File: src/rtl/parallel_to_serial_shifter_pkg.sv
// Shared definitions for the parallel-to-serial shifter: state encoding,
// default word width (matches the upstream register stage) and counter sizing.
package parallel_to_serial_shifter_pkg;

  localparam int DEFAULT_WIDTH = 4;

  localparam logic [1:0] ST_IDLE  = 2'd0;
  localparam logic [1:0] ST_SHIFT = 2'd1;
  localparam logic [1:0] ST_DONE  = 2'd2;

  // One spare bit so the counter can never alias WIDTH-1 back to zero.
  function automatic int cnt_width(input int width);
    return $clog2(width) + 1;
  endfunction

endpackage

File: src/rtl/parallel_to_serial_shifter_if.sv
// Word-in / bit-out handshake between the register stage and the serializer.
interface parallel_to_serial_shifter_if
  import parallel_to_serial_shifter_pkg::*;
#(
  parameter int WIDTH = DEFAULT_WIDTH
);
  logic [WIDTH-1:0] d;
  logic             start;
  logic             ready;
  logic             sout;
  logic             sout_valid;
  logic             done;

  modport master (
    output d, start,
    input  ready, sout, sout_valid, done
  );

  modport slave (
    input  d, start,
    output ready, sout, sout_valid, done
  );
endinterface

File: src/rtl/parallel_to_serial_shifter_bit_counter.sv
// Bit position counter for the serializer; tc flags the last bit of a word.
module parallel_to_serial_shifter_bit_counter
  import parallel_to_serial_shifter_pkg::*;
#(
  parameter int WIDTH = DEFAULT_WIDTH
) (
  input  logic clk,
  input  logic rst,
  input  logic clear,
  input  logic en,
  output logic tc
);
  localparam int CW = cnt_width(WIDTH);

  logic [CW-1:0] cnt_reg;

  always_ff @(posedge clk or posedge rst) begin
    if (rst) begin
      cnt_reg <= '0;
    end else if (clear) begin
      cnt_reg <= '0;
    end else if (en) begin
      cnt_reg <= cnt_reg + 1'b1;
    end
  end

  assign tc = (cnt_reg == CW'(WIDTH - 1));
endmodule

File: src/rtl/parallel_to_serial_shifter.sv
// Serializes one parallel word per start strobe onto sout; all outputs are
// registered and the whole datapath returns to idle on an asynchronous reset.
module parallel_to_serial_shifter
  import parallel_to_serial_shifter_pkg::*;
#(
  parameter int WIDTH     = DEFAULT_WIDTH,
  parameter bit LSB_FIRST = 1'b1
) (
  input logic                         clk,
  input logic                         rst,
  parallel_to_serial_shifter_if.slave bus
);
  logic [1:0]       state_reg;
  logic [WIDTH-1:0] sr_reg;
  logic             sout_reg;
  logic             valid_reg;
  logic             done_reg;
  logic             ready_reg;

  logic             cnt_tc;
  logic             d_first;
  logic             sr_first;
  logic [WIDTH-1:0] d_shifted;
  logic [WIDTH-1:0] sr_shifted;

  // The first bit goes straight to sout on accept; the register holds the rest.
  generate
    if (LSB_FIRST) begin : g_lsb
      assign d_first    = bus.d[0];
      assign d_shifted  = {1'b0, bus.d[WIDTH-1:1]};
      assign sr_first   = sr_reg[0];
      assign sr_shifted = {1'b0, sr_reg[WIDTH-1:1]};
    end else begin : g_msb
      assign d_first    = bus.d[WIDTH-1];
      assign d_shifted  = {bus.d[WIDTH-2:0], 1'b0};
      assign sr_first   = sr_reg[WIDTH-1];
      assign sr_shifted = {sr_reg[WIDTH-2:0], 1'b0};
    end
  endgenerate

  parallel_to_serial_shifter_bit_counter #(
    .WIDTH (WIDTH)
  ) u_bit_counter (
    .clk   (clk),
    .rst   (rst),
    .clear (state_reg != ST_SHIFT),
    .en    ((state_reg == ST_SHIFT) && !cnt_tc),
    .tc    (cnt_tc)
  );

  always_ff @(posedge clk or posedge rst) begin
    if (rst) begin
      state_reg <= ST_IDLE;
      sr_reg    <= '0;
      sout_reg  <= 1'b0;
      valid_reg <= 1'b0;
      done_reg  <= 1'b0;
      ready_reg <= 1'b1;
    end else begin
      case (state_reg)
        ST_IDLE: begin
          if (bus.start) begin
            state_reg <= ST_SHIFT;
            sr_reg    <= d_shifted;
            sout_reg  <= d_first;
            valid_reg <= 1'b1;
            ready_reg <= 1'b0;
          end
        end
        ST_SHIFT: begin
          if (cnt_tc) begin
            state_reg <= ST_DONE;
            sr_reg    <= '0;
            sout_reg  <= 1'b0;
            valid_reg <= 1'b0;
            done_reg  <= 1'b1;
          end else begin
            sr_reg    <= sr_shifted;
            sout_reg  <= sr_first;
          end
        end
        ST_DONE: begin
          state_reg <= ST_IDLE;
          done_reg  <= 1'b0;
          ready_reg <= 1'b1;
        end
        default: begin
          // Unreachable encoding: fall back to the reset picture.
          state_reg <= ST_IDLE;
          sr_reg    <= '0;
          sout_reg  <= 1'b0;
          valid_reg <= 1'b0;
          done_reg  <= 1'b0;
          ready_reg <= 1'b1;
        end
      endcase
    end
  end

  assign bus.ready      = ready_reg;
  assign bus.sout       = sout_reg;
  assign bus.sout_valid = valid_reg;
  assign bus.done       = done_reg;
endmodule

File: src/flat_wrapper.sv
// flat-port wrapper written by rule: the top's interface ports become plain ports
module parallel_to_serial_shifter_flat import parallel_to_serial_shifter_pkg::*;
#(
  parameter int WIDTH     = DEFAULT_WIDTH,
  parameter bit LSB_FIRST = 1'b1
)
  (clk, rst, bus_d, bus_start, bus_ready, bus_sout, bus_sout_valid, bus_done);
  parallel_to_serial_shifter_if #(.WIDTH(WIDTH)) bus_i ();
  input logic clk;
  input logic rst;
  input wire logic [$bits(bus_i.d)-1:0] bus_d;
  input wire logic [$bits(bus_i.start)-1:0] bus_start;
  output wire logic [$bits(bus_i.ready)-1:0] bus_ready;
  output wire logic [$bits(bus_i.sout)-1:0] bus_sout;
  output wire logic [$bits(bus_i.sout_valid)-1:0] bus_sout_valid;
  output wire logic [$bits(bus_i.done)-1:0] bus_done;
  assign bus_i.d = bus_d;
  assign bus_i.start = bus_start;
  assign bus_ready = bus_i.ready;
  assign bus_sout = bus_i.sout;
  assign bus_sout_valid = bus_i.sout_valid;
  assign bus_done = bus_i.done;
  parallel_to_serial_shifter #(.WIDTH(WIDTH), .LSB_FIRST(LSB_FIRST)) u_core (.clk(clk), .rst(rst), .bus(bus_i));
endmodule
File: config.mk
export PLATFORM = sky130hd
export DESIGN_NAME = parallel_to_serial_shifter_flat
export DESIGN_NICKNAME = d
export VERILOG_FILES = /design/src/rtl/parallel_to_serial_shifter_pkg.sv /design/src/rtl/parallel_to_serial_shifter_if.sv /design/src/rtl/parallel_to_serial_shifter_bit_counter.sv /design/src/rtl/parallel_to_serial_shifter.sv /design/src/flat_wrapper.sv
export SDC_FILE = /design/constraint.sdc
export NUM_CORES = 1
export LEC_CHECK = 0
export CAP_MARGIN = 20
export CELL_PAD_IN_SITES_DETAIL_PLACEMENT = 1
export CELL_PAD_IN_SITES_GLOBAL_PLACEMENT = 1
export CORE_UTILIZATION = 40
export CTS_BUF_LIST = sky130_fd_sc_hd__clkbuf_16
export DETAILED_ROUTE_END_ITERATION = 8
export PLACE_DENSITY = 0.76
export SLEW_MARGIN = 20
export SYNTH_ARGS = -nofsm -noshare
export SYNTH_HDL_FRONTEND = slang
export SYNTH_SLANG_ARGS = --single-unit
File: constraint.sdc
create_clock -name clk -period 2.15 [get_ports clk]
set_input_delay 0.645 -clock clk [delete_from_list [all_inputs] [get_ports clk]]
set_output_delay 0.645 -clock clk [all_outputs]
set_load 0.1 [all_outputs]
## Word-level counts from Yosys, hierarchy flattened

Index checks and enable logic that the tools add are counted.

| word-level totals | value |
|---|---|
| bits in registers | 13 |
| latch bits | 0 |
| RAM bits | 0 |
| memory bits (read-only) | 0 |
| output and inout bits | 4 |
| logic and storage cells | 44 |
| memories kept | 0 |

| operators by class | value |
|---|---|
| add/subtract/negate cells | 1 |
| $mul | 0 |
| divide/modulo/power cells | 0 |
| $lt $le $gt $ge | 0 |
| equality and inequality tests | 6 |
| shifts and indexed selects | 0 |
| multiplexer cells | 18 |
| bitwise logic cells | 3 |
| reduce and logical (&&, ||, !) cells | 9 |

Operators with widths:

| cell | count |
|---|---|
| 4-bit case mux with 3 select lines | 1 |
| 3-bit two-way mux | 3 |
| 2-bit AND reduction | 4 |
| 1-bit two-way mux | 6 |
| 1-bit case mux with 3 select lines | 2 |
| 2-bit two-way mux | 2 |
| 4-bit two-way mux | 1 |
| 2-bit by 1-bit inequality test with 1-bit output (second input constant) | 2 |
| 1-bit case mux with 2 select lines | 2 |
| 2-bit case mux with 2 select lines | 1 |
| 3-bit by 1-bit adder with 3-bit output (second input constant) | 1 |
| 3-bit by 2-bit equality test with 1-bit output (second input constant) | 1 |
| 1-bit inverter | 3 |
| 3-bit AND reduction | 1 |
| 2-bit by 1-bit equality test with 1-bit output (second input constant) | 1 |
| 2-bit equality test (second input constant) | 1 |
| 2-bit logical NOT | 1 |
| 2-bit inequality test (second input constant) | 1 |
| 2-bit nonzero test | 1 |
| 1-bit logical AND | 1 |
| 1-bit logical NOT | 1 |

## Depth between registers and ports, before layout

Gate-level depths: netlist of the first run.

| logic depth | value |
|---|---|
| depth after elaboration | 5 |
| depth in mapped cells | 5 |
| depth with buffers taken out | 5 |

## By module

A second synthesis of the first run with hierarchy kept.

| unflattened totals | value |
|---|---|
| cell total of the unflattened synthesis | 54 |
| area, all modules | 549.3 µm² |

Modules (own cells, without submodules):

| module | instances | cells an instance | area an instance (µm²) | sequential area each (µm²) |
|---|---|---|---|---|
| parallel_to_serial_shifter | 1 | 41 | 404.1 | 226.5 |
| parallel_to_serial_shifter_bit_counter | 1 | 13 | 145.1 | 75.1 |

## Worst setup path after synthesis of the first run

Ideal clock, no wire load.

| path | value |
|---|---|
| path type | register -> output |
| start | reg u_core.done_reg, in the netlist u_core.bus.done |
| end | out bus_done |
| arrival time | 898 ps |
| required time | 1505 ps |
| slack | 607 ps |
| stages on the path, launching flop included | 1 |
| path buffers | 0 |
| cells stage by stage | dfrtp_1 |

RTL lines:

| what | RTL line | RTL |
|---|---|---|
| start: declaration | parallel_to_serial_shifter.sv:17 | `logic done_reg;` |
| start signal: assignment | parallel_to_serial_shifter.sv:57 | `done_reg <= 1'b0;` |
| start signal: assignment | parallel_to_serial_shifter.sv:76 | `done_reg <= 1'b1;` |
| start signal: assignment | parallel_to_serial_shifter.sv:84 | `done_reg <= 1'b0;` |
| end: declaration | flat_wrapper.sv:16 | `output wire logic [$bits(bus_i.done)-1:0] bus_done;` |

No word-level cell between the ends.

## Final worst setup path of the first run

| path | value |
|---|---|
| start | reg u_core.ready_reg, in the netlist u_core.bus.ready |
| end | out bus_ready |

RTL lines:

| what | RTL line | RTL |
|---|---|---|
| start: declaration | parallel_to_serial_shifter.sv:18 | `logic ready_reg;` |
| start signal: assignment | parallel_to_serial_shifter.sv:58 | `ready_reg <= 1'b1;` |
| start signal: assignment | parallel_to_serial_shifter.sv:67 | `ready_reg <= 1'b0;` |
| start signal: assignment | parallel_to_serial_shifter.sv:85 | `ready_reg <= 1'b1;` |
| end: declaration | flat_wrapper.sv:13 | `output wire logic [$bits(bus_i.ready)-1:0] bus_ready;` |

No word-level cell between the ends.

==> results of run 1 <==
## tightest hold or removal path: cells and delay by family (launching register included)
family / cells / cell delay [ns]
and+or+nand+nor: 2 / 0.11
DFF: 1 / 0.38
## through the flow
| step | util | hold slack (ns) | instance area (um2) | worst slack, ns | cells |
|---|---|---|---|---|---|
| floorplan | - | 0.473 | 562 | 0.607 | 52 |
| global placement | 0.531 | 0.469 | 691 | 0.366 | 76 |
| detailed placement | 0.531 | 0.472 | 691 | 0.300 | 76 |
| CTS | 0.591 | 0.500 | 769 | 0.536 | 80 |
| global route | 0.591 | 0.511 | 769 | 0.486 | 80 |
| finish | 0.591 | 0.489 | 769 | 0.541 | 80 |
## power by group
| group | switching, mW | leakage, nW | internal [mW] |
|---|---|---|---|
| Sequential | 0.0956 | 0.146 | 0.328 |
| Combinational | 0.406 | 0.184 | 0.251 |
| Clock | 0.0959 | 0.0385 | 0.245 |
## routing by layer
metal	GRT usage	wire length, um	part of all wire
met1	0.230	503	0.42
met2	0.328	644	0.54
met3	0.0682	41	0.034
met4	0.129	11	0.0092
met5	0	0	0
## final timing paths
| kind | start | end | slack [ns] |
|---|---|---|---|
| setup / recovery | u_core.bus.ready$_DFFE_PP1P_ | bus_ready | 0.54 |
| hold / removal | u_core.bus.ready$_DFFE_PP1P_ | u_core.bus.ready$_DFFE_PP1P_ | 0.49 |
| setup reg to reg | u_core.u_bit_counter.cnt_reg[0]$_DFFE_PP0P_ | u_core.sr_reg[0]$_DFFE_PP0P_ | 0.57 |
| hold reg to reg | u_core.bus.ready$_DFFE_PP1P_ | u_core.bus.ready$_DFFE_PP1P_ | 0.49 |
| max in group asynchronous | rst | u_core.bus.ready$_DFFE_PP1P_ | 1.08 |
| min in group asynchronous | rst | u_core.u_bit_counter.cnt_reg[1]$_DFFE_PP0P_ | 0.72 |
## layout make-up
| type | instances | area (um2) | area share |
|---|---|---|---|
| Timing Repair Buffer | 10 | 115 | 0.150 |
| Multi-Input combinational cell | 33 | 233 | 0.302 |
| Clock inverter | 1 | 3.75 | 0.00488 |
| Clock buffer | 3 | 75.1 | 0.0976 |
| Inverter | 6 | 22.5 | 0.0293 |
| Tap cell | 15 | 18.8 | 0.0244 |
| Sequential cell | 12 | 302 | 0.392 |
## cell usage after synthesis
cell | count | area, um2
sky130_fd_sc_hd__nor2b_2 | 1 | 8.76
sky130_fd_sc_hd__inv_2 | 1 | 3.75
sky130_fd_sc_hd__a21oi_1 | 5 | 25.0
sky130_fd_sc_hd__xnor2_1 | 1 | 8.76
sky130_fd_sc_hd__nor3b_2 | 1 | 12.5
sky130_fd_sc_hd__mux2i_1 | 1 | 10.0
sky130_fd_sc_hd__nand3b_1 | 1 | 7.51
sky130_fd_sc_hd__o21ai_1 | 1 | 5.00
sky130_fd_sc_hd__o2bb2ai_1 | 1 | 8.76
sky130_fd_sc_hd__o21ai_0 | 1 | 5.00
sky130_fd_sc_hd__a21o_1 | 1 | 7.51
sky130_fd_sc_hd__dfstp_2 | 1 | 26.3
sky130_fd_sc_hd__nor2_1 | 2 | 7.51
sky130_fd_sc_hd__and3_1 | 1 | 6.26
sky130_fd_sc_hd__ha_1 | 2 | 25.0
sky130_fd_sc_hd__and3_4 | 1 | 11.3
sky130_fd_sc_hd__nor3_1 | 2 | 10.0
sky130_fd_sc_hd__nand2_1 | 4 | 15.0
sky130_fd_sc_hd__inv_1 | 5 | 18.8
sky130_fd_sc_hd__a22o_1 | 3 | 26.3
sky130_fd_sc_hd__or2_1 | 1 | 6.26
sky130_fd_sc_hd__dfrtp_1 | 11 | 275
sky130_fd_sc_hd__and2b_4 | 2 | 20.0
sky130_fd_sc_hd__nand2b_1 | 1 | 6.26
sky130_fd_sc_hd__buf_2 | 1 | 5.00
## cells by family (layout without fill, tap and decap cells)
| group | count (synthesis) | count (layout) | synth area share |
|---|---|---|---|
| and+or+nand+nor | 17 | 17 | 0.198 |
| buffers and inverters | 7 | 20 | 0.0490 |
| AOI/OAI and AO/OA | 12 | 12 | 0.138 |
| adders and majority gates | 2 | 2 | 0.0445 |
| xor gates and xnor gates | 1 | 1 | 0.0156 |
| DFF | 12 | 12 | 0.537 |
| muxes | 1 | 1 | 0.0178 |
==> results by stage, run 1 <==
Clock network:
- For this design, the sink count on the clock tree is 12.
- Post-CTS repair changed the size of 0 cells.
- At the later pin of the worst-skew pair, clock insertion delay measures 0.24 ns.
- The clock tree root buffer cell is sky130_fd_sc_hd__clkbuf_16.
- The count of hold buffers inserted by post-cts repair is 0.
- After clock tree synthesis, the clock-pin slew on the worst setup and hold paths is 0.04 ns.
- Buffers inserted during clock tree synthesis total 3.
- The longest clock path from root to sink contains 2 buffers.
- After clock tree synthesis, the setup repair step added 0 buffers.
- The depth of the CTS H-tree is 1.
- TritonCTS built the clock tree.

Setup path:
- The slowest stage of the critical path is the sky130_fd_sc_hd__dfstp_2 cell.
- STA classifies the critical path endpoint as an output port.
- The number of buffers and inverters on the critical path is 1.
- The logic depth of the worst register-to-register path is 5.
- STA puts the critical path data required time at 1.50 ns.
- The critical path goes through buf_12.
- The worst setup path is launched from a register.
- The critical path is of the reg2out type.
- On the worst path, the slowest cell contributes a delay of 0.55 ns.
- The data arrival at the endpoint of the critical path is 0.96 ns.
- Along the worst path, the maximum fanout reaches 2.
- The family of cells with the greatest summed delay on the critical path is flip-flops.
- In this run the number of cells on the critical path is 1.

STA:
- Headroom to the max-slew limit came out at 0.691.
- For the pin with the worst max-slew slack, the measured transition is 0.464 ns.
- For this run, the top clock speed supported by timing is 0.622 GHz.
- The share of the clock period used by the worst path after layout is 0.748.
- For the finished layout, the period the worst path requires is 1.61 ns.
- For the final routed database, the setup TNS stands at 0 ns.
- Setup repair after global routing left no endpoint under its margin.
- The number of max-slew violations in the final report is 0.
- The count of final setup violators is 0.
- The clock tree skew after final layout is 0.000869 ns.
- The total count of hold-check failures in the final report was 0.

Die:
- The area of the die is 1560 um2.
- In this run the horizontal extent of the chip is 39.5 um.
- The y dimension of the die is 39.5 um.
- The initial standard-cell utilization of the core is 0.432.
- The row count is 13.
- Pin placement for this block handled 11 I/O pins.
- The total area inside the core boundary comes to 1300 um2.

Pwr:
- Summing internal, switching and leakage power gives 1.42 mW.
- For this design the ratio of total power to cell area is 1850 nW/um2.
- In this run the static leakage power is 0.369 nW.
- The worst IR drop on VDD is 0.00108 V.

Hold path:
- In this run the worst hold path is classified as reg2reg.
- The worst hold path passes through 2 cells.

Yosys:
- Synthesis produced a netlist with a net count of 61.
- The average cell area after synthesis is 10.8 um2.
- After synthesis the netlist holds a flip-flop and latch count of 12.
- The total of warnings raised by yosys is 0.
- Summing every instance area after synthesis gives 562 um2.
- After technology mapping, the gate count stands at 52.
- The share of the Yosys chip area taken by registers is 0.537.
- The number of unique standard cell types used by synthesis is 25.

Route:
- After detailed routing, the average wire length per cell comes to 15.0 um.
- The total wire length after detailed routing is 1.20 mm.
- The total via count after detailed routing is 415.
- The post-detailed-route count of antenna-violating nets is 0.
- The detailed-router iteration count before antenna repair is 3.
- The via density per instance is 5.19.
- After detailed routing, the number of remaining DRC violations is 0.
- In this run, the number of DRC markers left after iteration 0 of detailed routing was 5.

Status:
- The run finished with clean final reports.

GRT:
- In the global route stage, overall resource usage came out at 0.205.
- The number of antenna violations at the first check in global routing came to 0.
- The total congestion overflow is 0.
- The maximum number of pins on one net before global-route repair is 16.
- The first global-routing pass estimated 2.00 mm of wire.
- The via count of the first global-routing pass was 463.

Layout:
- The library cell used most frequently in the layout, excluding fill and tap cells, is sky130_fd_sc_hd__dfrtp_1.
- Of the cells placed in the final design, the portion with a size suffix greater than 1 is 0.215.
- The number of antenna diodes in the final layout is 0.
- From synthesis to final layout, the design area changed by 37.0%.
- After filler insertion, the fill cell instance count of the layout stands at 145.
- The number of nets in the final layout is 75.
- In the layout the commonest cells are sky130_fd_sc_hd__dfrtp_1, sky130_fd_sc_hd__clkdlybuf4s50_1, sky130_fd_sc_hd__a21oi_1, sky130_fd_sc_hd__inv_1, sky130_fd_sc_hd__nand2_1.

Place:
- The final RePlAce weighted congestion is 0.588.
- Buffers placed on the I/O ports in this run total 10.
- The half-perimeter wire length after placement is 866 um.

Flow run:
- The tool flagged a number of max-cap violations equal to 0.
(Power assumes the default switching activity.)
==> run 2, diff against run 1 <==
--- a/config.mk
+++ b/config.mk
@@ -8,10 +8,10 @@
 export CAP_MARGIN = 20
 export CELL_PAD_IN_SITES_DETAIL_PLACEMENT = 1
 export CELL_PAD_IN_SITES_GLOBAL_PLACEMENT = 1
-export CORE_UTILIZATION = 40
+export CORE_UTILIZATION = 37
 export CTS_BUF_LIST = sky130_fd_sc_hd__clkbuf_16
 export DETAILED_ROUTE_END_ITERATION = 8
-export PLACE_DENSITY = 0.76
+export PLACE_DENSITY = 0.71
 export SLEW_MARGIN = 20
 export SYNTH_ARGS = -nofsm -noshare
 export SYNTH_HDL_FRONTEND = slang
==> constraint.sdc (replaced) <==
create_clock -name clk -period 1.59 [get_ports clk]
set_input_delay 0.477 -clock clk [delete_from_list [all_inputs] [get_ports clk]]
set_output_delay 0.477 -clock clk [all_outputs]
set_load 0.1 [all_outputs]
==> run 2 against run 1 <==
Net effect: setup slack worse by 0.43 ns; global-route usage up 1.3 points; largest power group unchanged; via count up 9.2%; critical endpoint is now u_core.bus.sout$_DFFE_PP0P_; wire length up 20%.
==> results by stage, run 2 (same netlist as run 1, synthesis figures left out) <==
Status:
- The run finished with clean final reports.

STA:
- The total count of hold-check failures in the final report is 0 (unchanged).
- The setup TNS is 0 ns (unchanged).
- The tightest slew margin relative to the limit was 0.694 (+0.00293).
- The slack of the critical path is 0.113 ns (-0.428 ns).
- The count of final setup violators is 0 (unchanged).
- The number of max-slew violations in the final report is 0 (unchanged).
- The clock tree skew after final layout came to 0.00866 ns (+0.00779 ns).
- The share of the clock period used by the worst path after layout is 0.929.
- For the finished layout, the period the worst path requires is 1.48 ns.
- The peak clock frequency supported by timing is 0.677 GHz.
- Setup repair after global routing left no endpoint under its margin.
- The slew of the pin with the lowest slew margin was 0.459 ns (-0.00439 ns).

Clock network:
- The count of hold buffers inserted by post-cts repair is 0 (unchanged).
- The clock latency at the later pin of the worst-skew pair is 0.24 ns (about the same).
- The number of buffers between clock root and the deepest sink is 2 (unchanged).
- The number of buffers created by CTS is 3 (unchanged).
- The clock tree from TritonCTS is yes.
- The depth of the CTS H-tree is 1 (unchanged).
- The clock transition at the registers of the reported paths is 0.05 ns (about the same).
- The clock sink total is 12 (unchanged).
- In this run the clock root is driven by a sky130_fd_sc_hd__clkbuf_16.

Place:
- The final RePlAce weighted congestion came to 0.628 (+6.7%).
- The half-perimeter wire length after placement was 971 um (+12%).
- The pre-CTS setup slack is -0.0114 ns (-0.312 ns).
- The count of input and output buffers came to 10 (unchanged).

Setup path:
- The data arrival at the endpoint of the critical path was 1.66 ns (+0.70 ns).
- The signal on the critical path passes through ha_1 -> ha_2 -> buf_4 -> nand3b_1 -> o21ai_0 -> a22o_1.
- The worst setup path is launched from a register.
- The minimum setup slack among reg-to-reg paths is 0.11 ns (-0.46 ns).
- The largest individual stage delay along the critical path comes from the cell sky130_fd_sc_hd__dfrtp_1.
- The delay of the slowest cell on the worst path is 0.39 ns (-0.16 ns).
- The critical path data required time is 1.77 ns (+0.27 ns).
- The setup path with the least slack is of type reg2reg.
- The worst-path maximum fanout is 4 (+2).
- In this run the critical register-to-register path is captured at u_core.bus.sout$_DFFE_PP0P_.
- The logic depth of the worst register-to-register path came to 6 (+1).
- STA classifies the critical path endpoint as a register.
- The reg-to-reg startpoint is u_core.u_bit_counter.cnt_reg[0]$_DFFE_PP0P_.

Layout:
- The number of nets in the final layout came to 79 (+5.3%).
- The library cells used most frequently in the layout, excluding fill and tap cells, are sky130_fd_sc_hd__dfrtp_1, sky130_fd_sc_hd__inv_1, sky130_fd_sc_hd__clkdlybuf4s50_1.
- The post-synthesis to final-layout area growth is 48.3%.
- The antenna diode count is 0 (unchanged).
- The fraction of final layout cells sized beyond drive strength 1 came to 0.275 (+0.0600).
- Leaving out fill and tap cells, the most frequent cell in the layout is sky130_fd_sc_hd__dfrtp_1.

Route:
- The average wire length per cell after detail routing is 17.2 um (+15%).
- The total wire length after detailed routing is 1.45 mm (+20%).
- The via density per instance is 5.39 (+4.0%).
- The detailed router's first-iteration violation count was 3 (-2).
- The number of design rule violations left after detail routing was 0 (unchanged).
- The total via count after detailed routing came to 453 (+9.2%).
- The post-detailed-route count of antenna-violating nets was 0 (unchanged).
- The detailed-router iteration count before antenna repair is 2 (-1).

Flow run:
- The number of maximum-capacitance constraint violations came to 0 (unchanged).

Die:
- The core footprint is 1350 um2 (+3.7%).
- The chip width was 41.0 um (+3.8%).
- The y dimension of the die is 41.0 um (+3.8%).
- The initial standard-cell utilization of the core is 0.416 (-0.0156).
- The number of top-level design ports came to 11 (unchanged).
- The row count is 13 (unchanged).
- The area of the die is 1680 um2 (+7.7%).

GRT:
- The overall routing resource usage is 0.218 (+0.0132).
- The maximum number of pins on one net before global-route repair is 13 (-3).
- The via count of the first global-routing pass is 454 (-1.9%).
- The wire length of the first global-routing pass is 2.21 mm (+11%).
- The number of antenna violations at the first check in global routing is 0 (unchanged).
- The total congestion overflow is 0 (unchanged).

Hold path:
- For hold timing, the worst endpoint is u_core.bus.ready$_DFFE_PP1P_.
- The depth of the worst hold-timing path was 2 (unchanged).
- The worst min-delay path startpoint is u_core.bus.ready$_DFFE_PP1P_.
- The worst hold path belongs to the class reg2reg.

Pwr:
- The worst IR drop on VDD is 0.00160 V (+48%).
- The leakage power of the design came to 0.402 nW (+9.1%).
- The cell area power density is 2500 nW/um2 (+35%).
- The post-route total power came to 2.08 mW (+47%).
-- run 2: cell count changes in the layout (fill, tap and decap cells not counted), sizes merged --
cell and delta:
buf +4, clkinv -1, inv +1
-- run 2: worst max path at each step --
| stage | from | end | depth (start not counted) |
|---|---|---|---|
| 2_1_floorplan | u_core.bus.done$_DFFE_PP0P_ | bus_done | 0 |
| 3_3_place_gp | bus_start | u_core.bus.sout$_DFFE_PP0P_ | 4 |
| 3_5_place_dp | bus_start | u_core.sr_reg[2]$_DFFE_PP0P_ | 4 |
| 4_1_cts | u_core.u_bit_counter.cnt_reg[0]$_DFFE_PP0P_ | u_core.sr_reg[0]$_DFFE_PP0P_ | 5 |
| 5_1_grt | u_core.u_bit_counter.cnt_reg[0]$_DFFE_PP0P_ | u_core.bus.sout$_DFFE_PP0P_ | 6 |
| 6_report | u_core.u_bit_counter.cnt_reg[0]$_DFFE_PP0P_ | u_core.bus.sout$_DFFE_PP0P_ | 6 |
-- run 2: worst max-delay path, delay by kind of cell, from the launching register on --
family                     cells  cell delay, ns
DFF                            1            0.39
adders and majority gates      2            0.43
AOI/OAI and AO/OA              2            0.30
and+or+nand+nor                1            0.14
buffers and inverters          1            0.15
-- run 2: per-stage QoR --
stage	cell area [um2]	std cells	hold slack, ns	utilization
after CTS	825	84	0.508	0.611
after floorplan	562	52	0.341	-
final	833	84	0.499	0.617
after global placement	746	80	0.469	0.552
after global routing	833	84	0.524	0.617
after detailed placement	746	80	0.479	0.552
-- run 2: area by class of cell --
class	count	area (um2)
Fill cell	141	517
Sequential cell	12	302
Multi-Input combinational cell	33	241
Timing Repair Buffer	14	170
Clock buffer	3	75.1
Inverter	6	22.5
Tap cell	15	18.8
Clock inverter	1	3.75
-- run 2: power breakdown --
| group | switching, mW | internal (mW) |
|---|---|---|
| clock | 0.134 | 0.331 |
| combinational | 0.602 | 0.446 |
| sequential | 0.128 | 0.444 |
| total | 0.863 | 1.22 |
-- run 2: routing by layer --
metal,wire length [um],global-route usage,up-vias
li1,-,-,211
met1,580,0.234,227
met3,31,0.0380,6
met4,39,0.150,0
met5,0,0,-
met2,793,0.383,9
-- run 2: what timing repair did --
| action | 4_1_cts | 5_1_grt |
|---|---|---|
| setup buffers | 0 | 0 |
| endpoints found under the setup margin | 0 | 2 |
| gates resized for setup | 0 | 2 |
==> run 3, diff against run 2 <==
--- a/config.mk
+++ b/config.mk
@@ -11,7 +11,7 @@
 export CORE_UTILIZATION = 37
 export CTS_BUF_LIST = sky130_fd_sc_hd__clkbuf_16
 export DETAILED_ROUTE_END_ITERATION = 8
-export PLACE_DENSITY = 0.71
+export PLACE_DENSITY = 0.83
 export SLEW_MARGIN = 20
 export SYNTH_ARGS = -nofsm -noshare
 export SYNTH_HDL_FRONTEND = slang
==> run 3 against run 2 <==
Net effect: sequential power grew 4.7%; sequential share of layout area unchanged; cell area did not move; count of clock-buffer cells in the layout unchanged; non-clock buffer count did not move; flip-flop and latch count is the same; setup slack got worse by 0.050 ns; clock skew decreased by 0.0056 ns; worst hold slack gained 0.0036 ns; fmax decreased by 3.3%; clock power barely moved; largest cell class unchanged.
==> results by stage, run 3 (same netlist as run 1, synthesis figures left out) <==
Setup path:
- The critical path data required time is 1.74 ns (-0.03 ns).
- The category of the most critical setup path is reg2reg.
- Walking the worst path, the cells encountered are ha_1 -> ha_2 -> nor3b_4 -> a21oi_1 -> a21oi_1.
- The slowest stage of the critical path is the sky130_fd_sc_hd__dfrtp_1 cell.
- The total buffers and inverters traversed by the critical path is 0 (-1).
- The data arrival at the endpoint of the critical path was 1.68 ns (+0.02 ns).
- The reg-to-reg startpoint is u_core.u_bit_counter.cnt_reg[0]$_DFFE_PP0P_.
- The worst-path maximum fanout is 4 (unchanged).
- The family of cells with the greatest summed delay on the critical path is adder cells.
- The sort of element at the start of the critical path is a register.
- The most prevalent standard cell on the critical path is sky130_fd_sc_hd__a21oi_1.
- In this run the worst setup path begins at u_core.u_bit_counter.cnt_reg[0]$_DFFE_PP0P_.
- The delay of the slowest cell on the worst path came to 0.39 ns (about the same).
- The endpoint class of the critical path is a register.

Status:
- The run finished with clean final reports.

Route:
- The post-detailed-route count of antenna-violating nets is 0 (unchanged).
- The detailed-router iteration count before antenna repair came to 2 (unchanged).
- The total wire length after detailed routing came to 1.51 mm (+4.8%).
- The number of design rule violations left after detail routing is 0 (unchanged).
- The via density per instance is 5.31 (-1.5%).
- The total via count after detailed routing is 446 (-1.5%).
- The average wire length per cell after detail routing is 18.0 um (+4.8%).
- The detailed router's first-iteration violation count is 3 (unchanged).

Layout:
- The number of nets in the final layout was 79 (unchanged).
- The number of filler cells placed in the layout is 141 (unchanged).
- The non-filler instance count after layout was 84 (unchanged).
- The fraction of final layout cells sized beyond drive strength 1 is 0.275 (unchanged).
- The area used by sequential logic in the layout came to 302 um2 (unchanged).
- The area of the multi-input gates is 241 um2 (unchanged).
- In the layout the commonest cells are sky130_fd_sc_hd__dfrtp_1, sky130_fd_sc_hd__clkdlybuf4s50_1, sky130_fd_sc_hd__a21oi_1, sky130_fd_sc_hd__inv_1.
- The post-synthesis to final-layout area growth is 48.3% (unchanged).
- Leaving out fill and tap cells, the most frequent cell in the layout is sky130_fd_sc_hd__dfrtp_1.
- The antenna diode count was 0 (unchanged).

Die:
- The row count is 13 (unchanged).
- The initial standard-cell utilization of the core is 0.416 (unchanged).
- The core footprint is 1350 um2 (unchanged).
- The chip width is 41.0 um (unchanged).
- The area of the die is 1680 um2 (unchanged).
- The number of top-level design ports is 11 (unchanged).
- The y dimension of the die was 41.0 um (unchanged).

Pwr:
- The cell area power density is 2560 nW/um2 (+2.2%).
- The worst IR drop on VDD came to 0.00159 V (-0.41%).
- The leakage power of the design is 0.399 nW (-0.93%).
- The power spent charging and discharging nets is 887 uW (+2.8%).
- The combinational cell fraction of total power is 0.500 (-0.002).
- The fraction of power spent switching nets came to 0.417 (+0.00240).
- The cell-internal power was 1.24 mW (+1.8%).
- The clock network fraction of design power is 0.219 (-0.004).
- The share of total power in sequential cells was 0.281 (+0.006).

Hold path:
- The worst min-delay path startpoint is u_core.u_bit_counter.cnt_reg[2]$_DFFE_PP0P_.
- The type of the most critical hold path is reg2reg.

STA:
- The share of the clock period used by the worst path after layout was 0.960 (+0.0315).
- The count of final setup violators is 0 (unchanged).
- The tightest slew margin relative to the limit is 0.684 (-0.00927).
- The slack of the critical path is 0.0634 ns (-0.0501 ns).
- The slew of the pin with the lowest slew margin is 0.473 ns (+0.0139 ns).
- The tightest hold margin is 0.502 ns (+0.00357 ns).
- The total count of hold-check failures in the final report is 0 (unchanged).
- The peak clock frequency supported by timing is 0.655 GHz (-3.3%).
- The clock tree skew after final layout is 0.00308 ns (-0.00558 ns).
- Setup repair after global routing left no endpoint under its margin.
- The shortest period the worst path allows was 1.53 ns (+0.0501 ns).
- The number of max-slew violations in the final report is 0 (unchanged).

GRT:
- The wire length of the first global-routing pass is 2.19 mm (-1.2%).
- The number of antenna violations at the first check in global routing is 0 (unchanged).
- The via count of the first global-routing pass is 475 (+4.6%).
- The maximum number of pins on one net before global-route repair is 16 (+3).
- The overall routing resource usage is 0.210 (-0.00796).
- The total congestion overflow is 0 (unchanged).

Place:
- The half-perimeter wire length after placement came to 958 um (-1.3%).
- The count of input and output buffers was 10 (unchanged).
- The pre-CTS setup slack was -0.0609 ns (-0.0495 ns).
- The final RePlAce weighted congestion is 0.610 (-2.9%).
- The cell count after placement is 78 (-2.5%).

Clock network:
- The number of buffers between clock root and the deepest sink is 2 (unchanged).
- The clock latency at the later pin of the worst-skew pair is 0.24 ns (about the same).
- Clock tree synthesis selected as its root buffer the cell sky130_fd_sc_hd__clkbuf_16.
- The depth of the CTS H-tree is 1 (unchanged).
- The clock transition at the registers of the reported paths is 0.05 ns (about the same).
- TritonCTS built the clock tree.
- The count of hold buffers inserted by post-cts repair is 0 (unchanged).
- The clock sink total came to 12 (unchanged).
- The number of buffers created by CTS is 3 (unchanged).

Flow run:
- The number of maximum-capacitance constraint violations was 0 (unchanged).
==> run 3: cell count changes in the layout (fill, tap and decap cells not counted), sizes merged <==
cell,before,now
clkinv,0,1
inv,7,6
==> run 3: layout make-up <==
class / instances / area share
inverter: 6 / 0.0270
multi-input combinational: 33 / 0.290
clock buffer: 3 / 0.0901
clock inverter: 1 / 0.00450
timing repair buffer: 14 / 0.204
sequential: 12 / 0.362
tap: 15 / 0.0225
==> run 3: repair_timing <==
item | in CTS | in global routing
setup endpoints to repair | 1 | 2
pin swaps | 0 | 1
setup buffers | 0 | 2
cloned | 0 | 0
resized for setup | 1 | 1
==> run 3: per-layer routing <==
| metal | vias up | wire, um | part of all wire | global-route usage |
|---|---|---|---|---|
| li1 | 214 | - | - | - |
| met1 | 216 | 610 | 0.40 | 0.258 |
| met2 | 11 | 831 | 0.55 | 0.363 |
| met3 | 5 | 31 | 0.020 | 0.0163 |
| met4 | 0 | 41 | 0.027 | 0.108 |
| met5 | - | 0 | 0 | 0 |
==> run 3: path summary, 6_finish.rpt <==
kind	to	slack, ns	cells past startpoint
max in group asynchronous	u_core.bus.ready$_DFFE_PP1P_	0.69	2
min in group asynchronous	u_core.bus.sout_valid$_DFFE_PP0P_	0.55	2
min reg2reg	u_core.u_bit_counter.cnt_reg[2]$_DFFE_PP0P_	0.50	1
max	u_core.sr_reg[0]$_DFFE_PP0P_	0.06	5
max reg2reg	u_core.sr_reg[0]$_DFFE_PP0P_	0.06	5
min	u_core.u_bit_counter.cnt_reg[2]$_DFFE_PP0P_	0.50	1
==> run 3: power groups by stage <==
stage | logic [mW] | clock network, mW | registers (mW)
5_1_grt | 1.12 | 0.480 | 0.616
2_1_floorplan | 0.361 | 0 | 0.854
3_3_place_gp | 0.937 | 0 | 0.579
4_1_cts | 1.01 | 0.470 | 0.602
6_report | 1.06 | 0.467 | 0.599
3_5_place_dp | 0.968 | 0 | 0.598
==> run 3: metrics by stage <==
step	total power, mW	utilization	TNS, ns	cell area, um2
final	2.13	0.617	0	833
after global routing	2.22	0.617	0	833
after CTS	2.09	0.604	0	816
after detailed placement	1.57	0.541	-0.0925	731
after global placement	1.52	0.541	0	731
after floorplan	1.21	-	0	562
